## src/rtl/iob_mem_arb2_pkg.sv

```systemverilog
// Shared constants and helpers for the two-master IOb memory arbiter.
package iob_mem_arb2_pkg;

  localparam logic [1:0] ST_IDLE = 2'd0;
  localparam logic [1:0] ST_BUSY = 2'd1;
  localparam logic [1:0] ST_DONE = 2'd2;

  // Lone requester wins; on conflict the master not served last wins.
  function automatic logic rr_pick(
    input logic [1:0] req,
    input logic       last
  );
    if (&req) return ~last;
    return req[1];
  endfunction

endpackage

```

## src/rtl/iob_mem_arb2_rr.sv

```systemverilog
// Two-request round-robin grant with a registered last-grant pointer.
module iob_rr_arb2
  import iob_mem_arb2_pkg::*;
(
  input  logic       clk,
  input  logic       rst,
  input  logic [1:0] req,
  input  logic       update,
  output logic       grant
);

  logic last_grant;

  assign grant = rr_pick(req, last_grant);

  always_ff @(posedge clk or posedge rst) begin
    if (rst) begin
      last_grant <= 1'b1;
    end else if (update) begin
      last_grant <= grant;
    end
  end

endmodule

```

## src/rtl/iob_mem_arb2.sv

```systemverilog
// Round-robin arbiter merging instruction and data IOb masters onto
// one slave port, with a per-transaction response watchdog.
module iob_mem_arb2
  import iob_mem_arb2_pkg::*;
#(
  parameter  int ADDR_W  = 32,
  parameter  int DATA_W  = 32,
  parameter  int TIMEOUT = 1023,
  parameter  int TO_W    = 10,
  localparam int REQ_W   = 1 + ADDR_W + DATA_W + DATA_W / 8,
  localparam int RESP_W  = DATA_W + 1
) (
  input  logic              clk,
  input  logic              rst,
  input  logic [REQ_W-1:0]  m0_req,
  output logic [RESP_W-1:0] m0_resp,
  input  logic [REQ_W-1:0]  m1_req,
  output logic [RESP_W-1:0] m1_resp,
  output logic [REQ_W-1:0]  s_req,
  input  logic [RESP_W-1:0] s_resp,
  output logic              err
);

  localparam int VALID_POS = REQ_W - 1;
  localparam int FIELD_W   = REQ_W - 1;
  localparam logic [DATA_W-1:0] ERR_DATA = '1;
  localparam bit TO_EN = (TIMEOUT != 0);
  localparam logic [TO_W-1:0] TO_LAST =
    TO_W'(TO_EN ? TIMEOUT - 1 : 0);

  logic [1:0]        state;
  logic [TO_W-1:0]   cnt;
  logic              gnt;
  logic              grant;
  logic [1:0]        valid;
  logic              start;
  logic [FIELD_W-1:0] sel_fields;
  logic              s_ready;
  logic [DATA_W-1:0] s_rdata;
  logic              expire;
  logic [DATA_W-1:0] resp_data;

  assign valid = {m1_req[VALID_POS], m0_req[VALID_POS]};
  assign start = (state == ST_IDLE) && (|valid);

  assign sel_fields = grant ? m1_req[FIELD_W-1:0]
                            : m0_req[FIELD_W-1:0];

  assign s_ready   = s_resp[0];
  assign s_rdata   = s_resp[RESP_W-1:1];
  assign expire    = TO_EN && (cnt == TO_LAST) && !s_ready;
  assign resp_data = s_ready ? s_rdata : ERR_DATA;

  iob_rr_arb2 u_rr (
    .clk    (clk),
    .rst    (rst),
    .req    (valid),
    .update (start),
    .grant  (grant)
  );

  // s_req doubles as the capture register for the granted request.
  always_ff @(posedge clk or posedge rst) begin
    if (rst) begin
      state   <= ST_IDLE;
      cnt     <= '0;
      gnt     <= 1'b0;
      s_req   <= '0;
      m0_resp <= '0;
      m1_resp <= '0;
      err     <= 1'b0;
    end else begin
      m0_resp <= '0;
      m1_resp <= '0;
      err     <= 1'b0;
      case (state)
        ST_IDLE: begin
          if (start) begin
            state <= ST_BUSY;
            gnt   <= grant;
            cnt   <= '0;
            s_req <= {1'b1, sel_fields};
          end
        end
        ST_BUSY: begin
          if (s_ready || expire) begin
            state <= ST_DONE;
            s_req <= '0;
            err   <= !s_ready;
            if (gnt) m1_resp <= {resp_data, 1'b1};
            else     m0_resp <= {resp_data, 1'b1};
          end else begin
            cnt <= cnt + TO_W'(1);
          end
        end
        ST_DONE: begin
          state <= ST_IDLE;
        end
        default: begin
          state <= ST_IDLE;
          s_req <= '0;
        end
      endcase
    end
  end

endmodule

```

## config.mk

```make
export PLATFORM = sky130hd
export DESIGN_NAME = iob_mem_arb2
export DESIGN_NICKNAME = d
export VERILOG_FILES = /design/src/rtl/iob_mem_arb2_pkg.sv /design/src/rtl/iob_mem_arb2_rr.sv /design/src/rtl/iob_mem_arb2.sv
export SDC_FILE = /design/constraint.sdc
export NUM_CORES = 1
export LEC_CHECK = 0
export ABC_AREA = 1
export CAP_MARGIN = 20
export CORE_MARGIN = 1
export CORE_UTILIZATION = 44
export DETAILED_ROUTE_END_ITERATION = 8
export GPL_ROUTABILITY_DRIVEN = 0
export PLACE_DENSITY = 0.86
export SETUP_SLACK_MARGIN = 0.4
export SLEW_MARGIN = 25
export SYNTH_ARGS = -nofsm -noshare
export SYNTH_HDL_FRONTEND = slang
export SYNTH_HIERARCHICAL = 1
export SYNTH_SLANG_ARGS = --single-unit
```

## constraint.sdc

```tcl
create_clock -name clk -period 7.2 [get_ports clk]
set_clock_uncertainty 0.05 [all_clocks]
set_input_delay 0.72 -clock clk [delete_from_list [all_inputs] [get_ports clk]]
set_output_delay 0.72 -clock clk [all_outputs]
set_load 0.02 [all_outputs]
```

; ---- Word-level counts from Yosys, hierarchy flattened
; Index checks and enable logic that the tools add are counted.
[op_classes]
addsub = 1
n_eq_ne = 6
mux = 22
bitwise_logic = 2
reduce_logical = 12
[op_table]
columns = operator, n
row1 = $pmux 69 s3, 1
row2 = $mux 33, 6
row3 = $mux 69, 2
row4 = $mux 68, 1
row5 = $mux 32, 1
row6 = $mux 10, 2
row7 = $pmux 10 s2, 1
row8 = $add 10x1->10 const B, 1
row9 = $eq 10x10->1 const B, 1
row10 = $ne 2x2->1 const B, 3
row11 = $reduce_and 2->1, 3
row12 = $reduce_and 3->1, 2
row13 = $mux 1, 5
row14 = $mux 2, 2
row15 = $pmux 2 s2, 1
row16 = $eq 2x1->1 const B, 1
row17 = $eq 2x2->1 const B, 1
row18 = $logic_and 1x1->1, 2
row19 = $logic_not 2->1, 1
row20 = $not 1->1, 2
row21 = $reduce_bool 2->1, 1
row22 = $reduce_or 2->1, 1
row23 = $logic_not 1->1, 1
row24 = $logic_or 1x1->1, 1
[totals]
register_bits = 150
out_inout_bits = 136
elab_cells = 51

; ---- Longest topological paths before layout
; Gate-level depths: netlist (run 1).
[logic_depth]
depth_word = 6
ltp_mapped = 12
mapped_depth_nobuf = 9

; ---- By module
; Netlist (run 1), hierarchy kept.
[by_module_without_submodules]
columns = module, n_inst, cells_per_inst, area_each_um2, seq_area_each_um2
row1 = iob_mem_arb2, 1, 751, 6302.3, 3728.6
row2 = iob_rr_arb2, 1, 8, 56.3, 26.3

; ---- Worst setup path before layout (run 1)
; No wires, ideal clock.
[synth_timing]
path_type = input-to-reg
startpoint = in m0_req[68]
endpoint = reg s_req[35]
t_arrival_ns = 1.795
required_ns = 7.067
path_slack_ns = 5.272
path_stages = 8
n_path_buf = 3
path_cell_list = nand2_1 and2_1 buf_2 inv_2 clkbuf_1 clkbuf_1 o21ai_0 o21ai_0
[synth_between]
elab_chain_cells = 6
word_cells_on_any_way = 10
classes_between = eq/ne (1) / mux (5) / reduce/logical (4)
[synth_rtl]
columns = item, line_no
row1 = start: declaration, iob_mem_arb2.sv:15  ; input logic [REQ_W-1:0] m0_req,
row2 = $reduce_and 2->1, iob_mem_arb2_pkg.sv:13  ; if (&req) return ~last;
row3 = $mux 1, iob_mem_arb2_pkg.sv:13
row4 = $mux 1, iob_mem_arb2_pkg.sv:14  ; return req[1];
row5 = via grant, iob_mem_arb2.sv:34  ; logic grant;
row6 = $mux 68, iob_mem_arb2.sv:46  ; assign sel_fields = grant ? m1_req[FIELD_W-1:0]
row7 = $mux 69, iob_mem_arb2.sv:78  ; if (start) begin
row8 = $pmux 69 s3, iob_mem_arb2.sv:76  ; case (state)
row9 = end signal: assignment, iob_mem_arb2.sv:82  ; s_req <= {1'b1, sel_fields};
row10 = end: declaration, iob_mem_arb2.sv:19  ; output logic [REQ_W-1:0] s_req,
; The timed path passes the listed nets, and every way through them passes these cells. The select of a mux whose other input is x is not followed.
; A chain may end at the register's enable or synchronous reset.

; ---- Worst setup path in the final report (run 1)
[layout_timing]
startpoint = in m1_req[68]
endpoint = reg s_req[21]
[layout_between]
elab_chain_cells = 6
word_cells_on_any_way = 10
classes_between = eq/ne (1) / mux (5) / reduce/logical (4)
[layout_rtl]
columns = item, line_no
row1 = start: declaration, iob_mem_arb2.sv:17  ; input logic [REQ_W-1:0] m1_req,
row2 = $reduce_and 2->1, iob_mem_arb2_pkg.sv:13
row3 = $mux 1, iob_mem_arb2_pkg.sv:13
row4 = $mux 1 (*), iob_mem_arb2_pkg.sv:14
row5 = via grant, iob_mem_arb2.sv:34
row6 = $mux 68 (*), iob_mem_arb2.sv:46
row7 = $mux 69 (*), iob_mem_arb2.sv:78
row8 = $pmux 69 s3 (*), iob_mem_arb2.sv:76
; Mark *: on every way through the listed nets, which the timed path passes. The rest lies on a longest branch. The select of a mux whose other input is x is not followed.

==> impl_results.html, run 1 <==
<table>
<tr><th>Metric</th><th>Value</th></tr>
<tr><th colspan="2">Status</th></tr>
<tr><td>Outcome</td><td>completed</td></tr>
<tr><th colspan="2">Yosys</th></tr>
<tr><td>Instance count of the mapped netlist</td><td>between 700 and 800</td></tr>
<tr><td>Number of warning messages in the yosys log</td><td>6</td></tr>
<tr><td>Average instance area after synthesis</td><td>~8.4 um^2</td></tr>
<tr><td>Number of unique standard cell types used by synthesis</td><td>24</td></tr>
<tr><td>Cell area after synthesis</td><td>roughly 0.0064 mm^2</td></tr>
<tr><td>Post-synthesis async set-or-reset flop share</td><td>1.000</td></tr>
<tr><td>Synth Register Bits</td><td>150</td></tr>
<tr><td>Number of synthesized flops with an enable pin</td><td>0</td></tr>
<tr><td>Seq/Total Area, Yosys</td><td>0.5905</td></tr>
<tr><td>Ys flop type</td><td>sky130_fd_sc_hd__dfrtp_1</td></tr>
<tr><td>Number of nets produced by synthesis</td><td>between 900 and 1,000</td></tr>
<tr><th colspan="2">Final layout</th></tr>
<tr><td>Final std cell area, no fill</td><td>a little over 0.01 mm^2</td></tr>
<tr><td>Post-Layout Cell Count</td><td>approximately 1,200</td></tr>
<tr><td>Count of fill cells added during filler insertion</td><td>1,040</td></tr>
<tr><td>NumNets Final</td><td>~1,200</td></tr>
<tr><td>Syn-to-layout area delta</td><td>58.46%</td></tr>
<tr><td>Ant. Diodes</td><td>0</td></tr>
<tr><td>Share of post-route cells with drive strength above 1</td><td>0.04735</td></tr>
<tr><th colspan="2">Critical path</th></tr>
<tr><td>Crit path DAT</td><td>roughly 3.1 ns</td></tr>
<tr><td>Critical path class</td><td>in -&gt; reg</td></tr>
<tr><td>Required time worst endpoint</td><td>7.41 ns</td></tr>
<tr><td>Nature of the critical path endpoint</td><td>flip-flop</td></tr>
<tr><td>Crit-path max FO</td><td>69</td></tr>
<tr><td>FF-to-FF setup slack</td><td>between 4 and 5 ns</td></tr>
<tr><td>Kind of start point of the critical path</td><td>primary input</td></tr>
<tr><th colspan="2">Clocking</th></tr>
<tr><td>TritonCTS buffer count</td><td>17</td></tr>
<tr><td>Number of buffers on the longest clock path</td><td>2</td></tr>
<tr><td>Clock insertion delay at the later pin of the skew report</td><td>0.41 ns</td></tr>
<tr><td>Sink Count</td><td>150</td></tr>
<tr><td>Htree depth</td><td>4</td></tr>
<tr><td>Root buf cell</td><td>sky130_fd_sc_hd__clkbuf_16</td></tr>
<tr><td>Setup Buffers After CTS</td><td>0</td></tr>
<tr><td>CTS tree</td><td>yes</td></tr>
<tr><td>Clock transition at the registers of the reported paths</td><td>approximately 0.060 ns</td></tr>
<tr><td>Number of gates resized after CTS</td><td>0</td></tr>
<tr><td>Number of buffers added to fix hold violations after cts</td><td>0</td></tr>
<tr><th colspan="2">Drt</th></tr>
<tr><td>Starting DRT DRC Count</td><td>460</td></tr>
<tr><td>Mean routed wirelength per cell</td><td>15.88 um</td></tr>
<tr><td>Total wirelength of the detailed-routed design</td><td>a little under 20 mm</td></tr>
<tr><td>Vias after detailed routing</td><td>6,192</td></tr>
<tr><td>Number of detailed-routing iterations run before antenna repair</td><td>4</td></tr>
<tr><td>DRC Markers</td><td>0</td></tr>
<tr><td>Post-detailed-route count of antenna-violating nets</td><td>0</td></tr>
<tr><td>Routed via count divided by cell count</td><td>5.010</td></tr>
<tr><th colspan="2">STA</th></tr>
<tr><td>Post-Route Setup TNS</td><td>0 ns</td></tr>
<tr><td>Final min period</td><td>2.903 ns</td></tr>
<tr><td>Final setup viols</td><td>0</td></tr>
<tr><td>Transition time at the pin with the least slew margin</td><td>roughly 1.0 ns</td></tr>
<tr><td>RSZ-0062 raised after global routing</td><td>false</td></tr>
<tr><td>Number of slew-limit violations in the final report</td><td>0</td></tr>
<tr><td>Final critical-path share of the clock period</td><td>0.4032</td></tr>
<tr><td>Max Fclk</td><td>~340 MHz</td></tr>
<tr><td>Number of endpoints with negative hold slack in the final report</td><td>0</td></tr>
<tr><td>Tightest slew margin relative to the limit</td><td>0.3278</td></tr>
<tr><th colspan="2">Die</th></tr>
<tr><td>Starting density of the core</td><td>0.4546</td></tr>
<tr><td>Die Span X</td><td>around 120 um</td></tr>
<tr><td>Height of the die</td><td>approximately 120 um</td></tr>
<tr><td>Area of the die</td><td>0.01494 mm^2</td></tr>
<tr><td>Io pins</td><td>309</td></tr>
<tr><td>FP Rows</td><td>43</td></tr>
<tr><td>Core footprint</td><td>about 0.014 mm^2</td></tr>
<tr><th colspan="2">Placement</th></tr>
<tr><td># placed instances</td><td>between 1,000 and 1,500</td></tr>
<tr><td>Detail Placement HPWL</td><td>between 10 and 15 mm</td></tr>
<tr><td>Post-DP Area</td><td>roughly 0.0095 mm^2</td></tr>
<tr><td>Buffers added on ports</td><td>308</td></tr>
<tr><th colspan="2">Pwr</th></tr>
<tr><td>IR drop worst, VDD</td><td>between 200 and 250 uV</td></tr>
<tr><td>Power density over cell area</td><td>around 350 mW/mm^2</td></tr>
<tr><td>Leak pwr</td><td>0.004572 uW</td></tr>
<tr><th colspan="2">Global route</th></tr>
<tr><td>Total GRT Usage</td><td>0.2634</td></tr>
<tr><td>Pin count of the biggest net entering global routing</td><td>between 100 and 150</td></tr>
<tr><td>Global-route wire length before repair</td><td>29.72 mm</td></tr>
<tr><td>Via count of the first global-routing pass</td><td>5,901</td></tr>
<tr><td>Gr ovfl total</td><td>0</td></tr>
<tr><td>Antenna violations before repair</td><td>0</td></tr>
<tr><th colspan="2">Min path</th></tr>
<tr><td>Worst hold-check path type</td><td>reg -&gt; reg</td></tr>
<tr><th colspan="2">Run</th></tr>
<tr><td>Maxcap violations</td><td>0</td></tr>
</table>
[cell type report]
| cell class | count | area (um^2) | share of cell area |
|---|---|---|---|
| clock buffer | 20 | 466.7 | 0.04632 |
| tap | 180 | 225.2 | 0.02235 |
| timing repair buffer | 315 | 3143 | 0.3119 |
| clock inverter | 12 | 117.6 | 0.01167 |
| multi-input combinational | 537 | 2281 | 0.2264 |
| sequential | 150 | 3755 | 0.3727 |
| inverter | 22 | 87.58 | 0.008692 |
[layer usage]
metal,GRT usage,vias up,part of all wire
met5,0,-,0
met4,0.1075,0,0.025
met3,0.1222,31,0.12
met2,0.4298,272,0.48
met1,0.2974,2906,0.38
li1,-,2983,-
[worst max-delay path, stage by stage]
cell                              delay, ns
sky130_fd_sc_hd__clkdlybuf4s50_1       0.51
sky130_fd_sc_hd__and2_2                0.16
sky130_fd_sc_hd__buf_4                 0.58
sky130_fd_sc_hd__inv_2                 0.61
sky130_fd_sc_hd__o21ai_0               0.34
sky130_fd_sc_hd__o21ai_0               0.13
[state kept, by name, summed over array words and instances (netlist names)]
| register | flops |
|---|---|
| u_rr/last_grant | 1 |
| state | 2 |
| cnt | 10 |
| s_req | 69 |
| err | 1 |
| m1_resp | 33 |
| m0_resp | 33 |
| gnt | 1 |
[report_power, final]
part / internal, uW / switching, uW
Clock: 508 / 358
Combinational: 620 / 878
Sequential: 1070 / 109
[Yosys cell counts, types with 3 or more instances]
cell / instances / share of area
sky130_fd_sc_hd__nand3_1: 16 / 0.013
sky130_fd_sc_hd__dfrtp_1: 149 / 0.59
sky130_fd_sc_hd__clkbuf_1: 26 / 0.015
sky130_fd_sc_hd__o21bai_1: 3 / 0.0035
sky130_fd_sc_hd__inv_1: 20 / 0.012
sky130_fd_sc_hd__buf_2: 16 / 0.013
sky130_fd_sc_hd__nand2_2: 3 / 0.0030
sky130_fd_sc_hd__o21ai_0: 102 / 0.080
sky130_fd_sc_hd__o21ai_1: 39 / 0.031
sky130_fd_sc_hd__buf_6: 5 / 0.0089
sky130_fd_sc_hd__nand2_1: 116 / 0.068
sky130_fd_sc_hd__nor2_1: 248 / 0.15
[logic make-up (layout without fill, tap and decap cells)]
kind of cell             count (synthesis)  count (layout)  synth area share
AO/OA/AOI/OAI                          144             144            0.1145
adder cells (fa/ha/maj)                  2               2          0.003935
buffers and inverters                   72             369           0.05175
AND/OR/NAND/NOR                        391             391            0.2393
flip-flops                             150             150            0.5905
[worst paths after layout]
| kind | startpoint | endpoint | cells after the start |
|---|---|---|---|
| max in group asynchronous | rst | s_req[23]$_DFFE_PP0P_ | 3 |
| worst min register to register | u_rr/last_grant$_DFFE_PP1P_ | u_rr/last_grant$_DFFE_PP1P_ | 2 |
| worst max-delay path | m1_req[68] | s_req[21]$_DFFE_PP0P_ | 6 |
| worst max register to register | u_rr/last_grant$_DFFE_PP1P_ | s_req[21]$_DFFE_PP0P_ | 6 |
| worst min-delay path | u_rr/last_grant$_DFFE_PP1P_ | u_rr/last_grant$_DFFE_PP1P_ | 2 |
| min in group asynchronous | rst | u_rr/last_grant$_DFFE_PP1P_ | 2 |
[stage by stage]
| step | hold slack, ns | worst slack [ns] | util | power, uW |
|---|---|---|---|---|
| 3_5_place_dp | 0.4162 | 3.883 | 0.6780 | 2687 |
| 4_1_cts | 0.4234 | 4.316 | 0.7198 | 3569 |
| 3_3_place_gp | 0.4061 | 3.931 | 0.6780 | 2656 |
| 6_report | 0.4277 | 4.297 | 0.7203 | 3546 |
| 5_1_grt | 0.4355 | 4.057 | 0.7203 | 3750 |
| 2_1_floorplan | 0.3963 | 2.422 | - | 2030 |
[placed cells by master (no fill, tap or decap)]
master,synthesis,routed
sky130_fd_sc_hd__and2_2,0,1
sky130_fd_sc_hd__buf_4,0,5
sky130_fd_sc_hd__buf_6,5,2
sky130_fd_sc_hd__bufinv_16,0,1
sky130_fd_sc_hd__clkbuf_16,0,17
sky130_fd_sc_hd__clkbuf_8,0,3
sky130_fd_sc_hd__clkdlybuf4s50_1,0,308
sky130_fd_sc_hd__clkinv_2,0,2
sky130_fd_sc_hd__clkinv_4,0,5
sky130_fd_sc_hd__clkinvlp_4,0,1
sky130_fd_sc_hd__dfrtp_1,149,149
sky130_fd_sc_hd__dfstp_2,1,1
sky130_fd_sc_hd__ha_1,2,2
sky130_fd_sc_hd__inv_1,20,18
sky130_fd_sc_hd__inv_2,2,3
sky130_fd_sc_hd__inv_6,0,4
sky130_fd_sc_hd__nand2_1,116,116
sky130_fd_sc_hd__nand2_2,3,2
sky130_fd_sc_hd__nand2_4,0,1
sky130_fd_sc_hd__nand3_1,16,16
sky130_fd_sc_hd__nand3_2,1,1
sky130_fd_sc_hd__nand3b_1,1,1
sky130_fd_sc_hd__nand4_1,1,1
sky130_fd_sc_hd__nor2_1,248,248
sky130_fd_sc_hd__nor2_2,1,1
sky130_fd_sc_hd__nor3_1,1,1
sky130_fd_sc_hd__nor3b_1,2,2
sky130_fd_sc_hd__o21ai_0,102,102
sky130_fd_sc_hd__o21ai_1,39,39
sky130_fd_sc_hd__o21bai_1,3,3
Power figures use the tool's default switching activity.
==> run 2, diff against run 1 <==
- CORE_UTILIZATION: 44 -> 41
- PLACE_DENSITY: 0.86 -> 0.81
- clock period: 7.2 -> 2.72 ns (I/O delays scaled with it)
==> run 2 against run 1 <==
Global-route usage fell by 0.88 points. Cell count increased by 1.4%. Non-clock buffer count rose by 9. Critical path depth rose by 3. Largest cell class unchanged. First-iteration DRC count down 23%. Sequential share of layout area down 0.56 points. Via count hardly changed. Register-to-register slack got worse by 4.0 ns. Sequential power grew to 2.7 times the previous value. Critical path type is now reg -> reg. Die area up 7.2%. Highest routed layer unchanged.
==> impl_results.html, run 2 (same netlist as run 1, synthesis figures left out) <==
<table>
<tr><th>Metric</th><th>Value</th></tr>
<tr><th colspan="2">Pwr</th></tr>
<tr><td>Power after layout</td><td>between 9000 and 10,000 uW</td></tr>
<tr><td>Power density over cell area</td><td>943.6 mW/mm^2</td></tr>
<tr><td>Leak pwr</td><td>roughly 0.0046 uW</td></tr>
<tr><td>IR drop worst, VDD</td><td>around 500 uV</td></tr>
<tr><th colspan="2">Drt</th></tr>
<tr><td>Top Layer Used</td><td>met4</td></tr>
<tr><td>Total wirelength of the detailed-routed design</td><td>approximately 20 mm</td></tr>
<tr><td>Vias after detailed routing</td><td>slightly above 6,000</td></tr>
<tr><td>DRC Markers</td><td>0</td></tr>
<tr><td>Post-detailed-route count of antenna-violating nets</td><td>0</td></tr>
<tr><td>Met2 wire len</td><td>9.845 mm</td></tr>
<tr><td>Number of detailed-routing iterations run before antenna repair</td><td>5</td></tr>
<tr><td>Routed via count divided by cell count</td><td>4.938</td></tr>
<tr><td>Metal3 WL</td><td>roughly 2.1 mm</td></tr>
<tr><td>Routed metal-1 wirelength</td><td>between 7 and 8 mm</td></tr>
<tr><td>Starting DRT DRC Count</td><td>roughly 360</td></tr>
<tr><td>Mean routed wirelength per cell</td><td>15.92 um</td></tr>
<tr><th colspan="2">Global route</th></tr>
<tr><td>Gr ovfl total</td><td>0</td></tr>
<tr><td>Total GRT Usage</td><td>0.2546</td></tr>
<tr><td>Antenna violations before repair</td><td>0</td></tr>
<tr><td>Via count of the first global-routing pass</td><td>between 6,000 and 7,000</td></tr>
<tr><td>Global-route wire length before repair</td><td>between 30 and 40 mm</td></tr>
<tr><td>Pin count of the biggest net entering global routing</td><td>a little under 80</td></tr>
<tr><th colspan="2">STA</th></tr>
<tr><td>Post-Route Setup TNS</td><td>0 ns</td></tr>
<tr><td>Tightest slew margin relative to the limit</td><td>0.5278</td></tr>
<tr><td>Transition time at the pin with the least slew margin</td><td>just over 0.7 ns</td></tr>
<tr><td>Max Fclk</td><td>between 400 and 500 MHz</td></tr>
<tr><td>Number of endpoints with negative hold slack in the final report</td><td>0</td></tr>
<tr><td>Number of slew-limit violations in the final report</td><td>0</td></tr>
<tr><td>Final min period</td><td>between 2 and 2.5 ns</td></tr>
<tr><td>Final critical-path share of the clock period</td><td>0.7614</td></tr>
<tr><td>RSZ-0062 raised after global routing</td><td>false</td></tr>
<tr><td>Final setup viols</td><td>0</td></tr>
<tr><th colspan="2">Clocking</th></tr>
<tr><td>Htree depth</td><td>4</td></tr>
<tr><td>TritonCTS buffer count</td><td>17</td></tr>
<tr><td>Clock insertion delay at the later pin of the skew report</td><td>between 0.4 and 0.5 ns</td></tr>
<tr><td>Root buf cell</td><td>sky130_fd_sc_hd__clkbuf_16</td></tr>
<tr><td>Clock transition at the registers of the reported paths</td><td>~0.06 ns</td></tr>
<tr><td>Sink Count</td><td>150</td></tr>
<tr><td>Number of buffers added to fix hold violations after cts</td><td>0</td></tr>
<tr><td>Number of gates resized after CTS</td><td>0</td></tr>
<tr><td>Setup Buffers After CTS</td><td>0</td></tr>
<tr><td>CTS tree</td><td>yes</td></tr>
<tr><td>Number of buffers on the longest clock path</td><td>2</td></tr>
<tr><th colspan="2">Final layout</th></tr>
<tr><td>Share of post-route cells with drive strength above 1</td><td>0.05446</td></tr>
<tr><td>Largest register by flop count</td><td>s_req</td></tr>
<tr><td>Ant. Diodes</td><td>0</td></tr>
<tr><td>Highest-count cells in the layout ignoring fill and taps</td><td>sky130_fd_sc_hd__clkdlybuf4s50_1 (308), sky130_fd_sc_hd__nor2_1 (248), sky130_fd_sc_hd__dfrtp_1 (149)</td></tr>
<tr><td>Count of fill cells added during filler insertion</td><td>1,193</td></tr>
<tr><td>NumNets Final</td><td>1,227</td></tr>
<tr><td>Syn-to-layout area delta</td><td>60.88%</td></tr>
<tr><td>Most common library cell in the layout ignoring fill and taps</td><td>sky130_fd_sc_hd__clkdlybuf4s50_1</td></tr>
<tr><td>Number of flip-flops in the largest register</td><td>69</td></tr>
<tr><td>Top flop regs</td><td>s_req x69, m0_resp x33, m1_resp x33</td></tr>
<tr><th colspan="2">Critical path</th></tr>
<tr><td>Slowest cell delay on critical path</td><td>0.43 ns</td></tr>
<tr><td>Slowest CP cell</td><td>sky130_fd_sc_hd__dfrtp_1</td></tr>
<tr><td>Cell class contributing the biggest share of worst-path delay</td><td>simple AND/OR/NAND/NOR gates</td></tr>
<tr><td>FF-to-FF End</td><td>s_req[25]$_DFFE_PP0P_</td></tr>
<tr><td>Critical path buffers and inverters</td><td>3</td></tr>
<tr><td>Crit path DAT</td><td>2.34 ns</td></tr>
<tr><td>Critical path class</td><td>reg -&gt; reg</td></tr>
<tr><td>Most repeated library cell on the critical path</td><td>sky130_fd_sc_hd__inv_1</td></tr>
<tr><td>Start point of the critical path</td><td>cnt[0]$_DFFE_PP0P_</td></tr>
<tr><td>Required time worst endpoint</td><td>around 3 ns</td></tr>
<tr><td>FF-to-FF setup slack</td><td>~0.65 ns</td></tr>
<tr><td>Nature of the critical path endpoint</td><td>flip-flop</td></tr>
<tr><td>Crit-path max FO</td><td>44</td></tr>
<tr><td>Cell breakdown of the critical path</td><td>inv_1 -&gt; ha_1 -&gt; inv_1 -&gt; nor2_1 -&gt; nand3_2 -&gt; nand2_2 -&gt; nand2_4 -&gt; buf_12 -&gt; o21ai_0</td></tr>
<tr><td>Cell depth of the worst flop-to-flop path</td><td>9</td></tr>
<tr><td>Kind of start point of the critical path</td><td>flip-flop</td></tr>
<tr><td>Startpoint of the lowest-slack register-to-register path</td><td>cnt[0]$_DFFE_PP0P_</td></tr>
<tr><th colspan="2">Die</th></tr>
<tr><td>Io pins</td><td>around 300</td></tr>
<tr><td>FP Rows</td><td>45</td></tr>
<tr><td>Core footprint</td><td>approximately 0.015 mm^2</td></tr>
<tr><td>Height of the die</td><td>approximately 130 um</td></tr>
<tr><td>Area of the die</td><td>0.01601 mm^2</td></tr>
<tr><td>Die Span X</td><td>about 130 um</td></tr>
<tr><td>Starting density of the core</td><td>0.4198</td></tr>
<tr><th colspan="2">Status</th></tr>
<tr><td>Outcome</td><td>completed</td></tr>
<tr><th colspan="2">Min path</th></tr>
<tr><td>Worst hold-check path type</td><td>in -&gt; async</td></tr>
<tr><th colspan="2">Placement</th></tr>
<tr><td>Buffers added on ports</td><td>~310</td></tr>
<tr><td>Detail Placement HPWL</td><td>roughly 14 mm</td></tr>
<tr><th colspan="2">Run</th></tr>
<tr><td>Maxcap violations</td><td>0</td></tr>
</table>
## run 2: how the worst max path moves through the flow
stage / end / slack (ns) / cells past startpoint
finish: s_req[25]$_DFFE_PP0P_ / 0.65 / 9
global placement: s_req[32]$_DFFE_PP0P_ / 0.61 / 8
CTS: s_req[25]$_DFFE_PP0P_ / 0.66 / 9
detailed placement: s_req[32]$_DFFE_PP0P_ / 0.58 / 8
global route: s_req[25]$_DFFE_PP0P_ / 0.44 / 9
floorplan: cnt[0]$_DFFE_PP0P_ / 0.52 / 1
## run 2: layout make-up
cell class                      count  area (um^2)  share of cell area
Tap cell                          188        235.2             0.02299
Sequential cell                   150         3755              0.3671
Timing Repair Buffer              324         3266              0.3192
Clock inverter                     15        181.4             0.01773
Clock buffer                       17        425.4             0.04159
Inverter                           22        86.33            0.008439
Multi-Input combinational cell    537         2281              0.2230
## run 2: report_power, final
| part | leakage (uW) | internal (uW) | switching (uW) |
|---|---|---|---|
| clock | 0.000293 | 1390 | 1030 |
| sequential | 0.00200 | 2840 | 299 |
| combinational | 0.00235 | 1730 | 2370 |
## run 2: routing by layer
metal	up-vias	global-route usage
met3	28	0.1084
met5	-	0
met1	2910	0.2782
met4	0	0.08717
li1	3001	-
met2	248	0.4433
## run 2: stage by stage
stage / hold WS [ns] / instances / instance area [um^2] / setup WS, ns / util
global route: 0.1906 / 1253 / 10230 / 0.4389 / 0.6754
floorplan: 0.1117 / 759 / 6362 / 0.5230 / -
detailed placement: 0.4218 / 1221 / 9623 / 0.5806 / 0.6354
global placement: 0.4094 / 1221 / 9623 / 0.6052 / 0.6354
CTS: 0.1771 / 1253 / 10230 / 0.6618 / 0.6754
finish: 0.1911 / 1253 / 10230 / 0.6489 / 0.6754
